===== config.mk =====
export PLATFORM = sky130hd
export DESIGN_NAME = pipeline_hazard_ctrl
export DESIGN_NICKNAME = d
export VERILOG_FILES = /design/src/rtl/pipeline_hazard_ctrl.sv
export SDC_FILE = /design/constraint.sdc
export NUM_CORES = 1
export LEC_CHECK = 0
export ABC_AREA = 0
export CORE_UTILIZATION = 30
export DETAILED_ROUTE_END_ITERATION = 8
export GPL_ROUTABILITY_DRIVEN = 0
export GPL_TIMING_DRIVEN = 0
export PLACE_DENSITY = 0.76
export SLEW_MARGIN = 25
export SYNTH_ARGS = -nofsm -noshare
export SYNTH_HDL_FRONTEND = slang
export SYNTH_SLANG_ARGS = --single-unit
export TNS_END_PERCENT = 30

===== constraint.sdc =====
create_clock -name clk -period 1.67 [get_ports clk]
set_input_delay 0.167 -clock clk [delete_from_list [all_inputs] [get_ports clk]]
set_output_delay 0.167 -clock clk [all_outputs]
set_load 0.01 [all_outputs]

===== src/rtl/pipeline_hazard_ctrl.sv =====
// pipeline_hazard_ctrl: stall, flush and PC-select sequencer for the 5-stage pipeline.
// It resolves load-use hazards, redirects resolved in MEM and data-memory waits.
// Build option: define HAZARD_STATS_EN to add the stall/flush/mem-wait event counters.
module pipeline_hazard_ctrl #(
    parameter int unsigned LOAD_STALL_CYCLES = 1,
    parameter int unsigned MEM_TIMEOUT       = 255
) (
    input  logic        clk,
    input  logic        reset,
    input  logic [31:0] fd_ins,
    input  logic        fd_uses_rt,
    input  logic [4:0]  de_dst_reg,
    input  logic        de_mem_read,
    input  logic        em_dec_branch,
    input  logic        em_alu_result_zero,
    input  logic        em_dec_jmp,
    input  logic        em_dec_alu_result_to_pc,
    input  logic        em_mem_req,
    input  logic        mem_ready,
    output logic        pc_wren,
    output logic        pc_sel_redirect,
    output logic        fd_wren,
    output logic        de_wren,
    output logic        em_wren,
    output logic        mw_wren,
    output logic        fd_flush,
    output logic        de_flush,
    output logic        em_flush,
    output logic        mw_flush,
`ifdef HAZARD_STATS_EN
    output logic [31:0] stall_count,
    output logic [31:0] flush_count,
    output logic [31:0] mem_wait_count,
`endif
    output logic        mem_timeout_err
);

    typedef enum logic [1:0] {StRun, StLoadStall, StMemWait, StRedirect} state_e;

    localparam logic [1:0] StallInit  = 2'(LOAD_STALL_CYCLES - 1);
    localparam logic [7:0] TimeoutCnt = 8'(MEM_TIMEOUT);

    state_e     state_q, state_d;
    logic [1:0] cnt_q, cnt_d;
    logic [7:0] wait_cnt_q, wait_cnt_d;
    logic       err_q, err_d;

    logic [4:0] rs, rt;
    logic       redirect, load_use, mem_wait;
    logic       stall_cyc, redirect_taken;
    logic       unused_ins;

    assign rs         = fd_ins[25:21];
    assign rt         = fd_ins[20:16];
    assign unused_ins = ^{fd_ins[31:26], fd_ins[15:0]};

    assign redirect = em_dec_jmp | em_dec_alu_result_to_pc | (em_dec_branch & em_alu_result_zero);
    assign load_use = de_mem_read && (de_dst_reg != 5'd0) &&
                      ((de_dst_reg == rs) || (fd_uses_rt && (de_dst_reg == rt)));
    assign mem_wait = em_mem_req && !mem_ready;

    // Next-state and stage-control decode; priority is mem_wait > redirect > load_use.
    always_comb begin
        state_d         = state_q;
        cnt_d           = cnt_q;
        wait_cnt_d      = 8'd0;
        err_d           = err_q;
        pc_wren         = 1'b1;
        pc_sel_redirect = 1'b0;
        fd_wren         = 1'b1;
        de_wren         = 1'b1;
        em_wren         = 1'b1;
        mw_wren         = 1'b1;
        fd_flush        = 1'b0;
        de_flush        = 1'b0;
        em_flush        = 1'b0;
        mw_flush        = 1'b0;
        stall_cyc       = 1'b0;
        redirect_taken  = 1'b0;

        if (reset) begin
            pc_wren  = 1'b0;
            fd_wren  = 1'b0;
            de_wren  = 1'b0;
            em_wren  = 1'b0;
            mw_wren  = 1'b0;
            fd_flush = 1'b1;
            de_flush = 1'b1;
            em_flush = 1'b1;
            mw_flush = 1'b1;
            state_d  = StRun;
            cnt_d    = 2'd0;
            err_d    = 1'b0;
        end else if (mem_wait) begin
            // Freeze the front of the pipe; WB receives bubbles until memory answers.
            pc_wren  = 1'b0;
            fd_wren  = 1'b0;
            de_wren  = 1'b0;
            em_wren  = 1'b0;
            mw_flush = 1'b1;
            state_d  = StMemWait;
            cnt_d    = 2'd0;
            wait_cnt_d = (wait_cnt_q == 8'hFF) ? wait_cnt_q : wait_cnt_q + 8'd1;
            if (wait_cnt_d == TimeoutCnt) begin
                err_d = 1'b1;
            end
        end else if (redirect) begin
            // Squash the three wrong-path instructions; this also cancels a pending stall.
            pc_sel_redirect = 1'b1;
            fd_flush        = 1'b1;
            de_flush        = 1'b1;
            em_flush        = 1'b1;
            state_d         = StRun;
            cnt_d           = 2'd0;
            redirect_taken  = 1'b1;
        end else begin
            case (state_q)
                StLoadStall: begin
                    pc_wren   = 1'b0;
                    fd_wren   = 1'b0;
                    de_flush  = 1'b1;
                    stall_cyc = 1'b1;
                    cnt_d     = cnt_q - 2'd1;
                    if (cnt_q <= 2'd1) begin
                        state_d = StRun;
                    end
                end
                StMemWait: begin
                    // Access completed this cycle: everything advances.
                    state_d = StRun;
                end
                default: begin
                    state_d = StRun;
                    if (load_use) begin
                        pc_wren   = 1'b0;
                        fd_wren   = 1'b0;
                        de_flush  = 1'b1;
                        stall_cyc = 1'b1;
                        if (LOAD_STALL_CYCLES > 1) begin
                            state_d = StLoadStall;
                            cnt_d   = StallInit;
                        end
                    end
                end
            endcase
        end
    end

    // State, bubble counter, wait counter and sticky timeout flag.
    always_ff @(posedge clk) begin
        if (reset) begin
            state_q    <= StRun;
            cnt_q      <= 2'd0;
            wait_cnt_q <= 8'd0;
            err_q      <= 1'b0;
        end else begin
            state_q    <= state_d;
            cnt_q      <= cnt_d;
            wait_cnt_q <= wait_cnt_d;
            err_q      <= err_d;
        end
    end

    assign mem_timeout_err = err_q && !reset;

`ifdef HAZARD_STATS_EN
    logic [31:0] stall_cnt_q, flush_cnt_q, wait_cyc_q;

    // Event counters, free-running and wrapping.
    always_ff @(posedge clk) begin
        if (reset) begin
            stall_cnt_q <= 32'd0;
            flush_cnt_q <= 32'd0;
            wait_cyc_q  <= 32'd0;
        end else begin
            if (stall_cyc)      stall_cnt_q <= stall_cnt_q + 32'd1;
            if (redirect_taken) flush_cnt_q <= flush_cnt_q + 32'd1;
            if (mem_wait)       wait_cyc_q  <= wait_cyc_q + 32'd1;
        end
    end

    assign stall_count    = stall_cnt_q;
    assign flush_count    = flush_cnt_q;
    assign mem_wait_count = wait_cyc_q;
`else
    logic unused_stats;
    assign unused_stats = stall_cyc ^ redirect_taken;
`endif

endmodule


# After elaboration in Yosys (flattened, before gate mapping)
# Index checks and enable logic that the tools add are counted.
dict set report totals {
  ff_bits 10
  input_bits 47
  output_inout_bits 11
  wordCells 44
}
dict set report op_classes {
  n_addsub 1
  eq_ne 4
  n_mux 21
  n_bitwise 4
  reduce_logical 11
}
# cell count
set ops {}
lappend ops {{two-way mux 1 bit} 19}
lappend ops {{equality test 8 bit (second input constant)} 2}
lappend ops {{equality test 5 bit} 2}
lappend ops {{adder 8 x 1 -> 8 bit (second input constant)} 1}
lappend ops {{two-way mux 8 bit} 1}
lappend ops {{logical AND 1 bit} 5}
lappend ops {{nonzero test 5 bit} 1}
lappend ops {{logical NOT 1 bit} 2}
lappend ops {{two-way mux 2 bit} 1}
lappend ops {{OR 1 bit} 2}
lappend ops {{AND reduction 2 bit} 1}
lappend ops {{OR reduction 2 bit} 1}
lappend ops {{bitwise AND 1 bit} 1}
lappend ops {{logical OR 1 bit} 1}
lappend ops {{NOT 1 bit} 1}

# Logic depth before layout (Yosys ltp)
# Gate-level depths: netlist (run 1).
dict set report logic_depth {
  depth_word 9
  depth_mapped 6
}

# Least setup slack after synthesis (run 1)
# No wires, ideal clock.
dict set report synth_timing {
  path_kind {flip-flop to flip-flop}
  from {register wait_cnt_q[0]}
  to {register err_q}
  setup_ns 0.096
  t_arrival_ns 1.608
  required_time_ns 1.574
  setup_slack_ns -0.033
  path_stages_with_launch 7
  n_path_buf 1
  period_less_slack_ns 1.703
  path_cell_list {dfxtp_1 ha_1 buf_6 and4_4 a21oi_2 or3_4 o41ai_2}
}
dict set report synth_via {
  elab_chain_cells 4
  word_cells_on_any_way 5
}
# item line
set synth_rtl {}
lappend synth_rtl {{start: declaration} 45} ;# logic [7:0] wait_cnt_q, wait_cnt_d;
lappend synth_rtl {{start signal: assignment} 159} ;# wait_cnt_q <= wait_cnt_d;
lappend synth_rtl {{adder 8 x 1 -> 8 bit / equality test 8 bit (equally long branches)} 103} ;# wait_cnt_d = (wait_cnt_q == 8'hFF) ? wait_cnt_q : wait_cnt_q + 8'd1;
lappend synth_rtl {{two-way mux 8 bit *} 103}
lappend synth_rtl {{equality test 8 bit *} 104} ;# if (wait_cnt_d == TimeoutCnt) begin
lappend synth_rtl {{AND reduction 2 bit (no line) *} --}
lappend synth_rtl {{end signal: assignment} 160} ;# err_q <= err_d;
lappend synth_rtl {{end: declaration} 46} ;# logic err_q, err_d;
# Mark *: on every way between the ends. The rest lies on a longest branch, timed or not.
# A chain may end at the register's enable or synchronous reset.

# Final worst setup path (run 1)
dict set report layout_timing {
  from {input port fd_ins[22]}
  to {output port pc_wren}
}
dict set report layout_via {
  elab_chain_cells 8
}
# item line
set layout_rtl {}
lappend layout_rtl {{start: declaration} 10} ;# input logic [31:0] fd_ins,
lappend layout_rtl {{equality test 5 bit} 59} ;# ((de_dst_reg == rs) || (fd_uses_rt && (de_dst_reg == rt)));
lappend layout_rtl {{logical OR 1 bit} 59}
lappend layout_rtl {{logical AND 1 bit} 58} ;# assign load_use = de_mem_read && (de_dst_reg != 5'd0) &&
lappend layout_rtl {{two-way mux 1 bit} 134} ;# if (load_use) begin
lappend layout_rtl {{two-way mux 1 bit} --}
lappend layout_rtl {{two-way mux 1 bit} 107} ;# end else if (redirect) begin
lappend layout_rtl {{two-way mux 1 bit} 94} ;# end else if (mem_wait) begin
lappend layout_rtl {{two-way mux 1 bit} 81} ;# if (reset) begin
lappend layout_rtl {{end: declaration} 20} ;# output logic pc_wren,
# No other way between the ends.

==> results of run 1 <==
==> worst paths after layout <==
kind / start / slack, ns / to / depth (start not counted)
hold / removal: err_q$_SDFFE_PP0P_ / 0.46 / err_q$_SDFFE_PP0P_ / 2
setup / recovery: fd_ins[22] / -0.02 / pc_wren / 7
hold reg to reg: err_q$_SDFFE_PP0P_ / 0.46 / err_q$_SDFFE_PP0P_ / 2
setup reg to reg: wait_cnt_q[0]$_SDFF_PP0_ / 0.04 / err_q$_SDFFE_PP0P_ / 6
==> power by group through the flow <==
stage | registers (mW) | clock network [mW] | logic (mW)
global placement | 0.249 | 0 | 0.158
CTS | 0.242 | 0.224 | 0.157
floorplan | 0.248 | 0 | 0.0607
finish | 0.242 | 0.219 | 0.165
detailed placement | 0.249 | 0 | 0.160
global route | 0.242 | 0.241 | 0.177
==> state kept, by name, indices dropped and copies added (netlist names) <==
signal / cells
wait_cnt_q: 8
err_q: 1
state_q: 1
==> worst max-delay path, delay by kind of cell <==
kind                   cells  cell delay, ns
AND/OR/NAND/NOR            1            0.12
XOR/XNOR                   1            0.14
AO/OA/AOI/OAI              2            0.34
buffers and inverters      3            0.76
==> final cells by class <==
type | instances | share of cell area
Buffer | 7 | 0.0513
Clock buffer | 4 | 0.0292
Inverter | 5 | 0.0151
Multi-Input combinational cell | 71 | 0.442
Sequential cell | 10 | 0.165
Tap cell | 28 | 0.0282
Timing Repair Buffer | 38 | 0.270
==> layer usage <==
layer,track usage,vias to the layer above
li1,-,417
met5,0,-
met1,0.204,403
met2,0.287,20
met3,0.0348,4
met4,0.0395,0
==> Yosys cell counts, drive strengths merged <==
master / instances / area (sq um)
a211oi: 3 / 22.5
a21boi: 1 / 7.51
a21oi: 2 / 13.8
a31o: 1 / 8.76
a31oi: 5 / 31.3
and2b: 1 / 8.76
and3: 2 / 18.8
and4: 2 / 20.0
buf: 7 / 63.8
dfxtp: 10 / 200
ha: 1 / 12.5
inv: 5 / 18.8
mux2i: 2 / 20.0
nand2: 10 / 40.0
nand2b: 1 / 6.26
nand3: 4 / 20.0
nand4: 3 / 18.8
nor2: 8 / 30.0
nor3: 3 / 15.0
nor3b: 1 / 7.51
o2111ai: 1 / 8.76
o21a: 1 / 7.51
o21ai: 1 / 5.00
o22ai: 1 / 6.26
o32ai: 1 / 8.76
o41ai: 1 / 16.3
or2: 1 / 6.26
or3: 1 / 11.3
or4: 1 / 7.51
xnor2: 11 / 96.3
xor2: 1 / 8.76
==> what timing repair did <==
item / 4_1_cts / 5_1_grt
setup buffers: 0 / 3
setup endpoints to repair: 10 / 6
pin swaps: 3 / 9
resized for setup: 38 / 13
gates cloned: 0 / 0
==> cells by family after synthesis <==
group                      count (synthesis)  synth area share
and+or+nand+nor                           38             0.274
AOI/OAI and AO/OA                         18             0.178
xor gates and xnor gates                  12             0.137
buffers and inverters                     12             0.108
DFF                                       10             0.261
muxes                                      2            0.0261
adders and majority gates                  1            0.0163
==> impl_results.md, run 1 <==
- PortBufs: 35
- Reg clk slew, reported paths: 0.08 ns
- Sw Ratio: 0.246
- CTS Buf Count: 3
- WL final: 2.11 mm
- Netlist cell types: 36
- Core area: 2320 sq um
- Nets@finish: 184
- Worst Tran Pin Value: 0.268 ns
- Final hold slack: 0.461 ns
- # hold bufs at CTS: 0
- Unrepaired setup endpoints after global routing: yes
- Met2 WL: 1.13 mm
- Tot GR Track Use: 0.165
- Number of H-tree levels: 1
- Placed instance area: 1150 sq um
- Clk pwr share: 0.350
- Post-synthesis sequential area ratio: 0.261
- Die X: 52.6 um
- Die Ht: 52.6 um
- Reg power frac: 0.386
- CP Capture Type: output pin
- Clock Skews: 0.0144 ns
- Worst skew pair latency: 0.27 ns
- Area grow syn2layout: 62.2%
- Part of the power in combinational logic: 0.264
- CTS max path bufs: 2
- Clock sinks: 10
- WL/cell: 12.9 um
- Met3 routed WL: 69 um
- Global-route wire length before repair: 3.45 mm
- Final Worst Setup Slack: -0.0209 ns
- Critical-path top delay cell: clkdlybuf4s50_1
- Syn Inst Count: 93
- Crit path DAT: 1.52 ns
- Outcome: finished with violations
- PnR Total Power: 625 uW
- Fillers: 215
- Final setup vio count: 1
- Number of global-route vias before repair: 797
- Placed cells: 156
- DRT iter0 DRCs: 11
- Core Util, Final: 0.536
- Max Slew Vio Count: 0
- Crit path cell chain: clkdlybuf4s50_1, xnor2_1, nand3_1, o22ai_2, a31oi_2, buf_4, buf_4
- Worst Hold Class: register to register
- Row count: 17
- Sequential cell area: 205 sq um
- Int Power: 472 uW
- Dpl hpwl: 1.56 mm
- TritonRoute pass-1 iters: 4
- Root Driver: clkbuf_4
- Delay of the slowest cell on the worst path: 0.48 ns
- Max Clk Rate: 0.591 GHz
- Multi-input logic area: 549 sq um
- Final hold viol count: 0
- Met1 wire length: 878 um
- Crit path launch type: input pin
- Net Sw Power: 154 uW
- # DRC: 0
- IO Count: 58
- Synth Area per Inst: 8.25 sq um
- Starting Density: 0.331
- CP Max Fanout: 2
- Number of max-cap violations: 0
- PwrDens: 503 nW/um^2
- Max layer used: met4
- Synth Cell Area: 767 sq um
- Most frequent cells in the layout: 19 x clkdlybuf4s50_1, 10 x xnor2_1, 9 x nand2_1, 9 x buf_4, 8 x dfxtp_1
- Die area: 2760 sq um
- Layout cells sized above 1: 0.326
- Place WS: -0.730 ns
- Crit path time final: 1.69 ns
- Total number of vias: 844
- Warning count from the yosys run: 0
- Most common library cell in the layout ignoring fill and taps: clkdlybuf4s50_1
- Fin cells: 163
- Crit share post-route: 1.01
- Gr ovfl total: 0
- Peak supply drop: 279 uV
- Static Leak: 0.494 nW
- Post-route setup TNS: -0.0209 ns
- Critical setup path kind: input pin to output pin
- Initial antenna violation count: 0
- Pin count of the biggest net entering global routing: 11
- Vias per cell: 5.18
- Final antenna-violating net count: 0
- Crit path required time: 1.50 ns
- Number of antenna cells inserted: 0
- Syn_nets: 141
- Most frequent CP cell: buf_4
- Synth Register Bits: 10
- Slew Limit Headroom: 0.816
- Design area: 1240 sq um
- TritonCTS clock tree: yes
- Failing checks: negative setup slack
No activity file was read; power rests on OpenSTA's default activity.
==> inputs of run 2 (changes only) <==
--- a/config.mk
+++ b/config.mk
@@ -6,11 +6,12 @@
 export NUM_CORES = 1
 export LEC_CHECK = 0
 export ABC_AREA = 0
-export CORE_UTILIZATION = 30
+export CORE_UTILIZATION = 31
+export CTS_BUF_LIST = sky130_fd_sc_hd__clkbuf_4 sky130_fd_sc_hd__clkbuf_8
 export DETAILED_ROUTE_END_ITERATION = 8
 export GPL_ROUTABILITY_DRIVEN = 0
 export GPL_TIMING_DRIVEN = 0
-export PLACE_DENSITY = 0.76
+export PLACE_DENSITY = 0.78
 export SLEW_MARGIN = 25
 export SYNTH_ARGS = -nofsm -noshare
 export SYNTH_HDL_FRONTEND = slang
==> impl_results.md, run 2 (synthesized netlist as in run 1, its figures left out) <==
- Total number of vias: 837 (was 844)
- Most common library cell in the layout ignoring fill and taps: clkdlybuf4s50_1 (unchanged)
- Flop-to-flop setup slack: 0.007 ns (was 0.04 ns)
- Biggest regs: wait_cnt_q (8), err_q (1), state_q (1) (unchanged)
- Crit path time final: 1.66 ns (was 1.69 ns)
- Max reg flops: 8 (unchanged)
- TritonCTS clock tree: yes (unchanged)
- Die X: 51.7 um (was 52.6 um)
- Number of H-tree levels: 1 (unchanged)
- Unrepaired setup endpoints after global routing: yes (unchanged)
- CTS max path bufs: 2 (unchanged)
- Area grow syn2layout: 73.9% (was 62.2%)
- Clock sinks: 10 (unchanged)
- Gr ovfl total: 0 (unchanged)
- Outcome: complete, no violations (was finished with violations)
- WL/cell: 13.7 um (was 12.9 um)
- IO Count: 58 (unchanged)
- Nets@finish: 188 (was 184)
- Clock Skews: 0.00513 ns (was 0.0144 ns)
- Final setup vio count: 0 (was 1)
- Worst Tran Pin Value: 0.310 ns (was 0.268 ns)
- Placed cells: 156 (unchanged)
- DRT iter0 DRCs: 33 (was 11)
- Slew Limit Headroom: 0.793 (was 0.816)
- Hold Path End: err_q$_SDFFE_PP0P_ (unchanged)
- Layout cells sized above 1: 0.362 (was 0.326)
- CP Max Fanout: 6 (was 2)
- CP startpoint: wait_cnt_q[0]$_SDFF_PP0_ (was fd_ins[22])
- Crit share post-route: 0.996 (was 1.01)
- Core area: 2280 sq um (was 2320 sq um)
- Max Slew Vio Count: 0 (unchanged)
- Critical setup path kind: register to register (was input pin to output pin)
- Number of max-cap violations: 0 (unchanged)
- PnR Total Power: 585 uW (was 625 uW)
- Most frequent cells in the layout: 12 x clkdlybuf4s50_1, 11 x buf_4, 10 x xnor2_1 (was 19 x clkdlybuf4s50_1, 10 x xnor2_1, 9 x nand2_1, 9 x buf_4, 8 x dfxtp_1)
- Vias per cell: 5.04 (was 5.18)
- Initial antenna violation count: 0 (unchanged)
- Worst Hold Class: register to register (unchanged)
- Static Leak: 0.579 nW (was 0.494 nW)
- Placed instance area: 1150 sq um (unchanged)
- WHS Path Cells: 2 (unchanged)
- Final Worst Setup Slack: 0.00739 ns (was -0.0209 ns)
- Number of antenna cells inserted: 0 (unchanged)
- Design area: 1330 sq um (was 1240 sq um)
- Final antenna-violating net count: 0 (unchanged)
- Post-route setup TNS: 0 ns (was -0.0209 ns)
- Dpl hpwl: 1.58 mm (was 1.56 mm)
- Row count: 17 (unchanged)
- Crit path launch type: register (was input pin)
- Launch point of the worst reg-to-reg path: wait_cnt_q[0]$_SDFF_PP0_ (unchanged)
- HP Start: err_q$_SDFFE_PP0P_ (unchanged)
- Number of global-route vias before repair: 783 (was 797)
- Largest Register: wait_cnt_q (unchanged)
- Reg2Reg Capture Point: err_q$_SDFFE_PP0P_ (unchanged)
- PortBufs: 35 (unchanged)
- # DRC: 0 (unchanged)
- CTS Buf Count: 3 (unchanged)
- Reg clk slew, reported paths: 0.07 ns (was 0.08 ns)
- Reg2Reg Depth: 7 (was 6)
- Place WS: -0.775 ns (was -0.730 ns)
- WL final: 2.27 mm (was 2.11 mm)
- Worst skew pair latency: 0.26 ns (was 0.27 ns)
- Root Driver: clkbuf_4 (unchanged)
- Starting Density: 0.337 (was 0.331)
- CP Capture Type: register (was output pin)
- Die Ht: 51.7 um (was 52.6 um)
- Tot GR Track Use: 0.175 (was 0.165)
- Peak supply drop: 313 uV (was 279 uV)
- Max Clk Rate: 0.601 GHz (was 0.591 GHz)
- TritonRoute pass-1 iters: 4 (unchanged)
- Crit path required time: 1.84 ns (was 1.50 ns)
- Global-route wire length before repair: 3.55 mm (was 3.45 mm)
- Final hold viol count: 0 (unchanged)
- Fin cells: 166 (was 163)
- Die area: 2680 sq um (was 2760 sq um)
- Pin count of the biggest net entering global routing: 11 (unchanged)
- PwrDens: 439 nW/um^2 (was 503 nW/um^2)
- Crit path DAT: 1.83 ns (was 1.52 ns)
-- run 2: cell count changes in the layout (fill, tap and decap cells not counted), moves of 2 or more --
cell	before	now
buf_2	4	2
buf_4	9	11
buf_6	3	7
clkdlybuf4s50_1	19	12
dlymetal6s2s_1	2	9
-- run 2: how the worst max path moves through the flow --
stage | to | slack (ns) | cells after the start
after floorplan | err_q$_SDFFE_PP0P_ | 0.03 | 6
after global placement | pc_wren | -0.74 | 7
after detailed placement | pc_wren | -0.78 | 7
after CTS | pc_wren | -0.10 | 7
after global routing | err_q$_SDFFE_PP0P_ | -0.06 | 7
final | err_q$_SDFFE_PP0P_ | 0.007 | 7
-- run 2: stage by stage --
stage | hold slack, ns | utilization
final | 0.466 | 0.586
after global routing | 0.505 | 0.586
after CTS | 0.467 | 0.537
after detailed placement | 0.453 | 0.507
after global placement | 0.440 | 0.507
after floorplan | 0.404 | -
-- run 2: report_power, final --
group | switching (mW) | total, mW | internal [mW]
Clock | 0.0819 | 0.165 | 0.0832
Sequential | 0.00286 | 0.243 | 0.240
Combinational | 0.0688 | 0.178 | 0.109
-- run 2: layer usage --
layer / routed length [um] / global-route usage / up-vias
li1: - / - / 419
met1: 981 / 0.206 / 392
met2: 1190 / 0.323 / 20
met3: 60 / 0.0175 / 6
met4: 42 / 0.0631 / 0
met5: 0 / 0 / -
-- run 2: timing repair --
action / in CTS / in global routing
pin swaps: 4 / 13
gates resized for setup: 44 / 24
hold buffers: 0 / 0
setup buffers: 1 / 7
setup endpoints to repair: 10 / 6
-- run 2: cell type report --
cell class | count | area [sq um]
tap | 28 | 35.0
multi-input combinational | 71 | 578
timing repair buffer | 42 | 407
fill | 197 | 942
inverter | 5 | 18.8
buffer | 7 | 67.6
sequential | 10 | 205
clock buffer | 3 | 22.5
-- run 2: critical path: stages, from the launching register on --
cell and delay (ns):
dfxtp_4 0.37, ha_4 0.16, buf_6 0.12, buf_4 0.13, and4_1 0.17, a21oi_2 0.16
o2111ai_2 0.14, o41ai_2 0.31
